## config.mk

```make
export PLATFORM = sky130hd
export DESIGN_NAME = button_debounce
export DESIGN_NICKNAME = d
export VERILOG_FILES = /design/src/rtl/btn_pkg.sv /design/src/rtl/sync_2ff.sv /design/src/rtl/button_debounce.sv
export SDC_FILE = /design/constraint.sdc
export NUM_CORES = 1
export LEC_CHECK = 0
export CAP_MARGIN = 15
export CORE_MARGIN = 1
export CORE_UTILIZATION = 50
export CTS_CLUSTER_DIAMETER = 200
export DETAILED_ROUTE_END_ITERATION = 6
export PLACE_DENSITY_LB_ADDON = 0.3
export SYNTH_ARGS = -nofsm -noshare
export SYNTH_HDL_FRONTEND = slang
export SYNTH_SLANG_ARGS = --single-unit
export TNS_END_PERCENT = 20
```

## constraint.sdc

```tcl
create_clock -name clk -period 2 [get_ports clk]
set_clock_uncertainty 0.05 [all_clocks]
set_input_delay 0.4 -clock clk [delete_from_list [all_inputs] [get_ports clk]]
set_output_delay 0.4 -clock clk [all_outputs]
set_load 0.1 [all_outputs]
```

## src/rtl/btn_pkg.sv

```systemverilog
// Shared types and default timing constants for the push-button conditioner.
package btn_pkg;

  typedef enum logic [1:0] {
    StIdle      = 2'd0,
    StArming    = 2'd1,
    StHeld      = 2'd2,
    StDisarming = 2'd3
  } btn_state_e;

  localparam int unsigned StableCyclesDef = 10000;
  localparam int unsigned RepeatDelayDef  = 5000000;
  localparam int unsigned RepeatPeriodDef = 2000000;

endpackage

```

## src/rtl/sync_2ff.sv

```systemverilog
// Generic two-flop synchroniser for asynchronous ui_in bits; both stages reset to 0.
module sync_2ff #(
  parameter int unsigned Width = 1
) (
  input  logic             clk,
  input  logic             rst_n,
  input  logic [Width-1:0] d,
  output logic [Width-1:0] q
);

  logic [Width-1:0] meta_q;

  always_ff @(posedge clk or negedge rst_n) begin
    if (!rst_n) begin
      meta_q <= '0;
      q      <= '0;
    end else begin
      meta_q <= d;
      q      <= meta_q;
    end
  end

endmodule

```

## src/rtl/button_debounce.sv

```systemverilog
// Push-button debouncer with press/release/step pulses.
// Define BTN_REPEAT_EN to add auto-repeat step pulses while the button is held.
module button_debounce
  import btn_pkg::*;
#(
  parameter int unsigned STABLE_CYCLES = StableCyclesDef,
  parameter int unsigned REPEAT_DELAY  = RepeatDelayDef,
  parameter int unsigned REPEAT_PERIOD = RepeatPeriodDef
) (
  input  logic clk,
  input  logic rst_n,
  input  logic i_btn,
  output logic o_level,
  output logic o_press,
  output logic o_release,
  output logic o_step
);

  localparam int unsigned CntW = $clog2(STABLE_CYCLES);
  localparam logic [CntW-1:0] StableLast = CntW'(STABLE_CYCLES - 2);

  if (STABLE_CYCLES < 2 || REPEAT_DELAY < 2 || REPEAT_PERIOD < 2) begin : g_bad_params
    $error("button_debounce: STABLE_CYCLES, REPEAT_DELAY and REPEAT_PERIOD must be >= 2");
  end

  logic            s;
  btn_state_e      state_q;
  logic [CntW-1:0] cnt_q;
  logic            press_evt;
  logic            release_evt;

  sync_2ff #(
    .Width(1)
  ) u_sync (
    .clk  (clk),
    .rst_n(rst_n),
    .d    (i_btn),
    .q    (s)
  );

  // The window closes on the STABLE_CYCLES-th consecutive sample of s.
  assign press_evt   = (state_q == StArming) && s && (cnt_q == StableLast);
  assign release_evt = (state_q == StDisarming) && !s && (cnt_q == StableLast);

  always_ff @(posedge clk or negedge rst_n) begin
    if (!rst_n) begin
      state_q   <= StIdle;
      cnt_q     <= '0;
      o_level   <= 1'b0;
      o_press   <= 1'b0;
      o_release <= 1'b0;
    end else begin
      o_press   <= 1'b0;
      o_release <= 1'b0;
      case (state_q)
        StIdle: begin
          cnt_q <= '0;
          if (s) state_q <= StArming;
        end
        StArming: begin
          if (!s) begin
            state_q <= StIdle;
            cnt_q   <= '0;
          end else if (press_evt) begin
            state_q <= StHeld;
            cnt_q   <= '0;
            o_level <= 1'b1;
            o_press <= 1'b1;
          end else begin
            cnt_q <= cnt_q + 1'b1;
          end
        end
        StHeld: begin
          cnt_q <= '0;
          if (!s) state_q <= StDisarming;
        end
        StDisarming: begin
          if (s) begin
            state_q <= StHeld;
            cnt_q   <= '0;
          end else if (release_evt) begin
            state_q   <= StIdle;
            cnt_q     <= '0;
            o_level   <= 1'b0;
            o_release <= 1'b1;
          end else begin
            cnt_q <= cnt_q + 1'b1;
          end
        end
        default: begin
          state_q <= StIdle;
          cnt_q   <= '0;
        end
      endcase
    end
  end

`ifdef BTN_REPEAT_EN
  localparam int unsigned RepMax = (REPEAT_DELAY > REPEAT_PERIOD) ? REPEAT_DELAY : REPEAT_PERIOD;
  localparam int unsigned RepW   = $clog2(RepMax);
  localparam logic [RepW-1:0] DelayLast  = RepW'(REPEAT_DELAY - 1);
  localparam logic [RepW-1:0] PeriodLast = RepW'(REPEAT_PERIOD - 1);

  logic [RepW-1:0] rep_cnt_q;
  logic            rep_first_q;
  logic            rep_hit;

  assign rep_hit = (rep_cnt_q == (rep_first_q ? DelayLast : PeriodLast));

  always_ff @(posedge clk or negedge rst_n) begin
    if (!rst_n) begin
      rep_cnt_q   <= '0;
      rep_first_q <= 1'b1;
      o_step      <= 1'b0;
    end else begin
      o_step <= 1'b0;
      if (press_evt) begin
        rep_cnt_q   <= '0;
        rep_first_q <= 1'b1;
        o_step      <= 1'b1;
      end else if ((state_q == StHeld || state_q == StDisarming) && !release_evt) begin
        if (rep_hit) begin
          rep_cnt_q   <= '0;
          rep_first_q <= 1'b0;
          o_step      <= 1'b1;
        end else begin
          rep_cnt_q <= rep_cnt_q + 1'b1;
        end
      end else begin
        // Entering or sitting in IDLE/ARMING drops any pending repeat.
        rep_cnt_q   <= '0;
        rep_first_q <= 1'b1;
      end
    end
  end
`else
  assign o_step = o_press;
`endif

endmodule

```

# After elaboration in Yosys (flattened, before gate mapping)
# Index checks and enable logic that the tools add are counted.
op_classes:
  eq_ne: 12
  div_mod_pow: 0
  shift: 0
  n_lt_le_gt_ge: 0
  mul: 0
  bitwise: 0
  add_sub_neg: 1
  muxes: 23
  reduce_logical: 10
op_table:
  columns: ["cell", "n"]
  rows:
  - ["14-bit 2-to-1 mux", 4]
  - ["14-bit case mux with 3 select lines", 1]
  - ["14-bit by 1-bit adder with 14-bit output, second input constant", 1]
  - ["14-bit == test, second input constant", 1]
  - ["2-bit 2-to-1 mux", 6]
  - ["1-bit 2-to-1 mux", 10]
  - ["2-bit inequality test, second input constant", 4]
  - ["2-bit case mux with 4 select lines", 1]
  - ["5-bit AND reduction", 1]
  - ["2-bit == test, second input constant", 2]
  - ["1-bit logical AND", 4]
  - ["2-bit by 1-bit inequality test with 1-bit output, second input constant", 2]
  - ["4-bit AND reduction", 1]
  - ["3-bit by 2-bit inequality test with 1-bit output, second input constant", 1]
  - ["3-bit inequality test, second input constant", 1]
  - ["2-bit by 1-bit == test with 1-bit output, second input constant", 1]
  - ["2-bit zero test", 1]
  - ["1-bit case mux with 2 select lines", 1]
  - ["2-bit nonzero test", 1]
  - ["2-bit OR reduction", 1]
  - ["1-bit zero test", 1]
totals:
  latch_bits: 0
  in_bits: 3
  memories: 0
  rom_bits: 0
  wordCells: 53
  out_inout_bits: 4
  regBits: 21
  ramBits: 0

# Logic depth before layout (Yosys ltp)
logic_depth:
  word_depth: 6
  ltp_mapped: 7
  ltp_nobuf: 6

# Cells and area by module
# Synthesis repeated with hierarchy kept, for this count alone.
unflattened:
  cells_unflattened: 92
  hier_area_um2: 973.4
by_module_without_submodules:
  columns: ["mod", "cells_per_inst", "area_per_inst_um2", "seq_area_each_um2", "n_inst"]
  rows:
  - ["button_debounce", 90, 923.4, 475.5, 1]
  - ["sync_2ff", 2, 50.0, 50.0, 1]

# Worst setup path after synthesis
# Ideal clock, no wire load.
synth_path:
  path_type: "reg-to-reg"
  start: "reg cnt_q[7]"
  end: "reg o_level"
  t_arrival_ns: 1.693
  slack_ns: 0.133
  required_ns: 1.826
  stages_incl_launch_ff: 4
  setup_ns: 0.124
  path_cell_list: "dfrtp_1 > or4b_1 > or4_4 > a211o_2"
synth_via:
  elab_chain_cells: 4
  elab_cells_between_ends: 6
synth_lines:
  columns: ["element", "line_no", "source"]
  rows:
  - ["start, declared", "button_debounce.sv:28", "logic [CntW-1:0] cnt_q;"]
  - ["start signal, assigned", "button_debounce.sv:70", "cnt_q <= cnt_q + 1'b1;"]
  - ["start signal, assigned", "button_debounce.sv:87", "cnt_q <= cnt_q + 1'b1;"]
  - ["14-bit == test *", "button_debounce.sv:42, button_debounce.sv:43", null]
  - ["1-bit logical AND, on equally long branches", "button_debounce.sv:43, button_debounce.sv:42", null]
  - ["2-bit inequality test (no source line)", null, null]
  - ["5-bit AND reduction (no source line) *", null, null]
  - ["end signal, assigned", "button_debounce.sv:49", "o_level <= 1'b0;"]
  - ["end signal, assigned", "button_debounce.sv:67", "o_level <= 1'b1;"]
  - ["end signal, assigned", "button_debounce.sv:84", "o_level <= 1'b0;"]
  - ["end, declared", "button_debounce.sv:13", "output logic o_level,"]
# Mark *: on every way between the ends. The rest lies on a longest branch, timed or not.
# A chain may end at the register's enable or synchronous reset.

# Worst setup path in the final report
layout_path:
  start: "reg cnt_q[11]"
  end: "reg o_level"
# Same word-level chain as after synthesis.

==> results_dict.tcl <==
set metrics [dict create \
    dieArea_mm2 0.00210 \
    yosys_warnings 0 \
    synthDistinctLibCells 25 \
    stdcell_count 125 \
    grt-ovfl-total 0 \
    syn_to_final_growth_pct 12.2 \
    dp.cells 121 \
    numCtsBuffers 3 \
    p_leak_uw 0.000451 \
    nNetsFinal 106 \
    cts_setup_buffers 0 \
    cts_tree "yes" \
    post_cts_resized 0 \
    syn_avg_cell_area_um2 10.8 \
    synth_top_cell_area_share 0.547 \
    fin_crit_ps 1900 \
    worst_pin_slew_ps 323 \
    clock.fmax_mhz 527 \
    clkPwrFrac 0.303 \
    internal_power_uw 517 \
    antenna_found_initial 0 \
    vias_per_cell 5.01 \
    endpoint_kind "flip-flop" \
    fillers 153 \
    rsz0062_at_grt "no" \
    cp.arrival_ps 2040 \
    dpl.hpwl_um 1060 \
    htree_levels 1 \
    final_cell_mix "dfrtp_1 (21), nor2_1 (17), xnor2_1 (11)" \
    clockBufferDepth 2 \
    num_io_pins 7 \
    start_util 0.545 \
    setup_violations 0 \
    hold_start "u_sync.meta_q" \
    synth_area_leaders "dfrtp_1 (55%), xnor2_1 (10%), nor2_1 (6.6%)" \
    n_antenna_cell 0 \
    ant_nets 0 \
    reg2reg_slack_ps 100 \
    numClockSinks 21 \
    gp_congestion 0.841 \
    r2r-start "cnt_q[11]" \
    pwr-share-comb 0.038 \
    finalPower_uw 658 \
    path_clk_slew_ps 110 \
    slew_headroom 0.783 \
    synth_top_family_by_area "simple AND/OR/NAND/NOR gates" \
    r2r_cells 3 \
    synth-simple-area-share 0.250 \
    drcViolationCount 0 \
    hold_viol_final 0 \
    grt_pass1_wl_um 2640 \
    maxCapViolations 0 \
    power.switching_uw 141 \
    hold_end "u_sync.q" \
    ys.flop_type "dfrtp_1" \
    drv_slew 0 \
    drt_iter0_drc 15 \
    regToRegEndpoint "o_level" \
    setup_ws_ps 104 \
    layout_commonest_cell "dfrtp_1" \
    path_max_fanout 5 \
    synthMuxAreaShare 0.0117 \
    syn_area_um2 961 \
    switching_share 0.214 \
    wl_um 1530 \
    dr.pass1.iters 4 \
    whs_path_depth 0 \
    die_x_um 45.8 \
    syn_inst 89 \
    vias 626 \
    power_density_mw_per_mm2 610 \
    synth_edf_count 0 \
    min_path_type "flip-flop to flip-flop" \
    synth-seq-cells 21 \
    synth_xor_xnor_area_share 0.118 \
    grt_max_degree 22 \
    syn-num-nets 94 \
    ys_seq_area_frac 0.547 \
    clock_latency_ps 300 \
    start_kind "flip-flop" \
    clock-root-buffer "clkbuf_4" \
    yosys.area.top_type "dfrtp_1" \
    tns_ps 0 \
    status "complete, no violations" \
    core_area_mm2 0.00176 \
    synth_fa_ha_area_frac 0.0260 \
    synth_compound_area_frac 0.0182 \
    path_class "flip-flop to flip-flop" \
    synthArstFlopShare 1.00 \
    port_buffers 6 \
    worst-endpoint-required_ps 2140 \
    vdd_drop_max_mv 0.505 \
    wl_per_cell_um 12.2 \
    period_share 0.948 \
    grt_usage 0.181 \
    drive_above_1_share 0.160 \
    fp.dieH_um 45.8 \
    seq_power_share 0.659 \
    num_rows 15 \
    grt_pass1_vias 564 \
    cts_hold_buf 0 \
    dp_slack_ps 131 \
]
[cell type report]
class                      count  area, um2  area share
inverter                       4       15.0      0.0139
multi-input combinational     62        408       0.378
sequential                    21        526       0.487
clock buffer                   4       26.3      0.0244
tap                           25       31.3      0.0290
timing repair buffer           9       72.6      0.0673
[stage by stage]
| stage | instance area [um2] | utilization | hold slack (ps) |
|---|---|---|---|
| detailed placement | 1050 | 0.596 | 286 |
| finish | 1080 | 0.611 | 308 |
| CTS | 1080 | 0.611 | 310 |
| floorplan | 961 | - | 54.4 |
| global route | 1080 | 0.611 | 316 |
| global placement | 1050 | 0.596 | 286 |
[registers in the layout (all words and copies together), names as in the netlist, named ones only]
signal         count
o_level            1
cnt_q             14
u_sync.q           1
o_release          1
o_press            1
u_sync.meta_q      1
state_q            1
[power groups by stage]
stage,combinational [uW],sequential [uW],clock (uW)
after floorplan,9.34,441,0
after global placement,25.1,442,0
after detailed placement,25.6,442,0
after CTS,25.8,434,202
after global routing,29.2,435,223
final,25.1,434,199
[how the worst max path moves through the flow]
stage	from	to	slack, ps
5_1_grt	cnt_q[11]	o_level	60
2_1_floorplan	cnt_q[7]	o_level	130
4_1_cts	cnt_q[11]	o_level	100
6_report	cnt_q[11]	o_level	100
3_3_place_gp	cnt_q[11]	o_level	150
3_5_place_dp	cnt_q[11]	o_level	130
[Yosys cell counts (2+ instances only)]
master / n
nand2_1: 3
xnor2_1: 11
nand3_1: 7
xor2_1: 2
nand4_1: 2
ha_1: 2
dfrtp_1: 21
nor3_1: 2
inv_1: 4
nor4_1: 4
nor2_1: 17
[per-layer routing]
metal	track usage	share of wire
met5	0	0
met4	0.0882	0.0098
met3	0.0357	0.047
met2	0.251	0.41
met1	0.269	0.53
[worst max-delay path, stage by stage, from the launching register on]
cell and delay (ps):
dfrtp_1 420, or4b_1 520, or4_4 460, a211o_2 340
[kinds of logic after synthesis]
logic type               after synthesis
AND/OR/NAND/NOR                       44
flip-flops                            21
XOR/XNOR                              13
buffers and inverters                  6
AO/OA/AOI/OAI                          2
adder cells (fa/ha/maj)                2
multiplexers                           1
(Power assumes the default switching activity.)
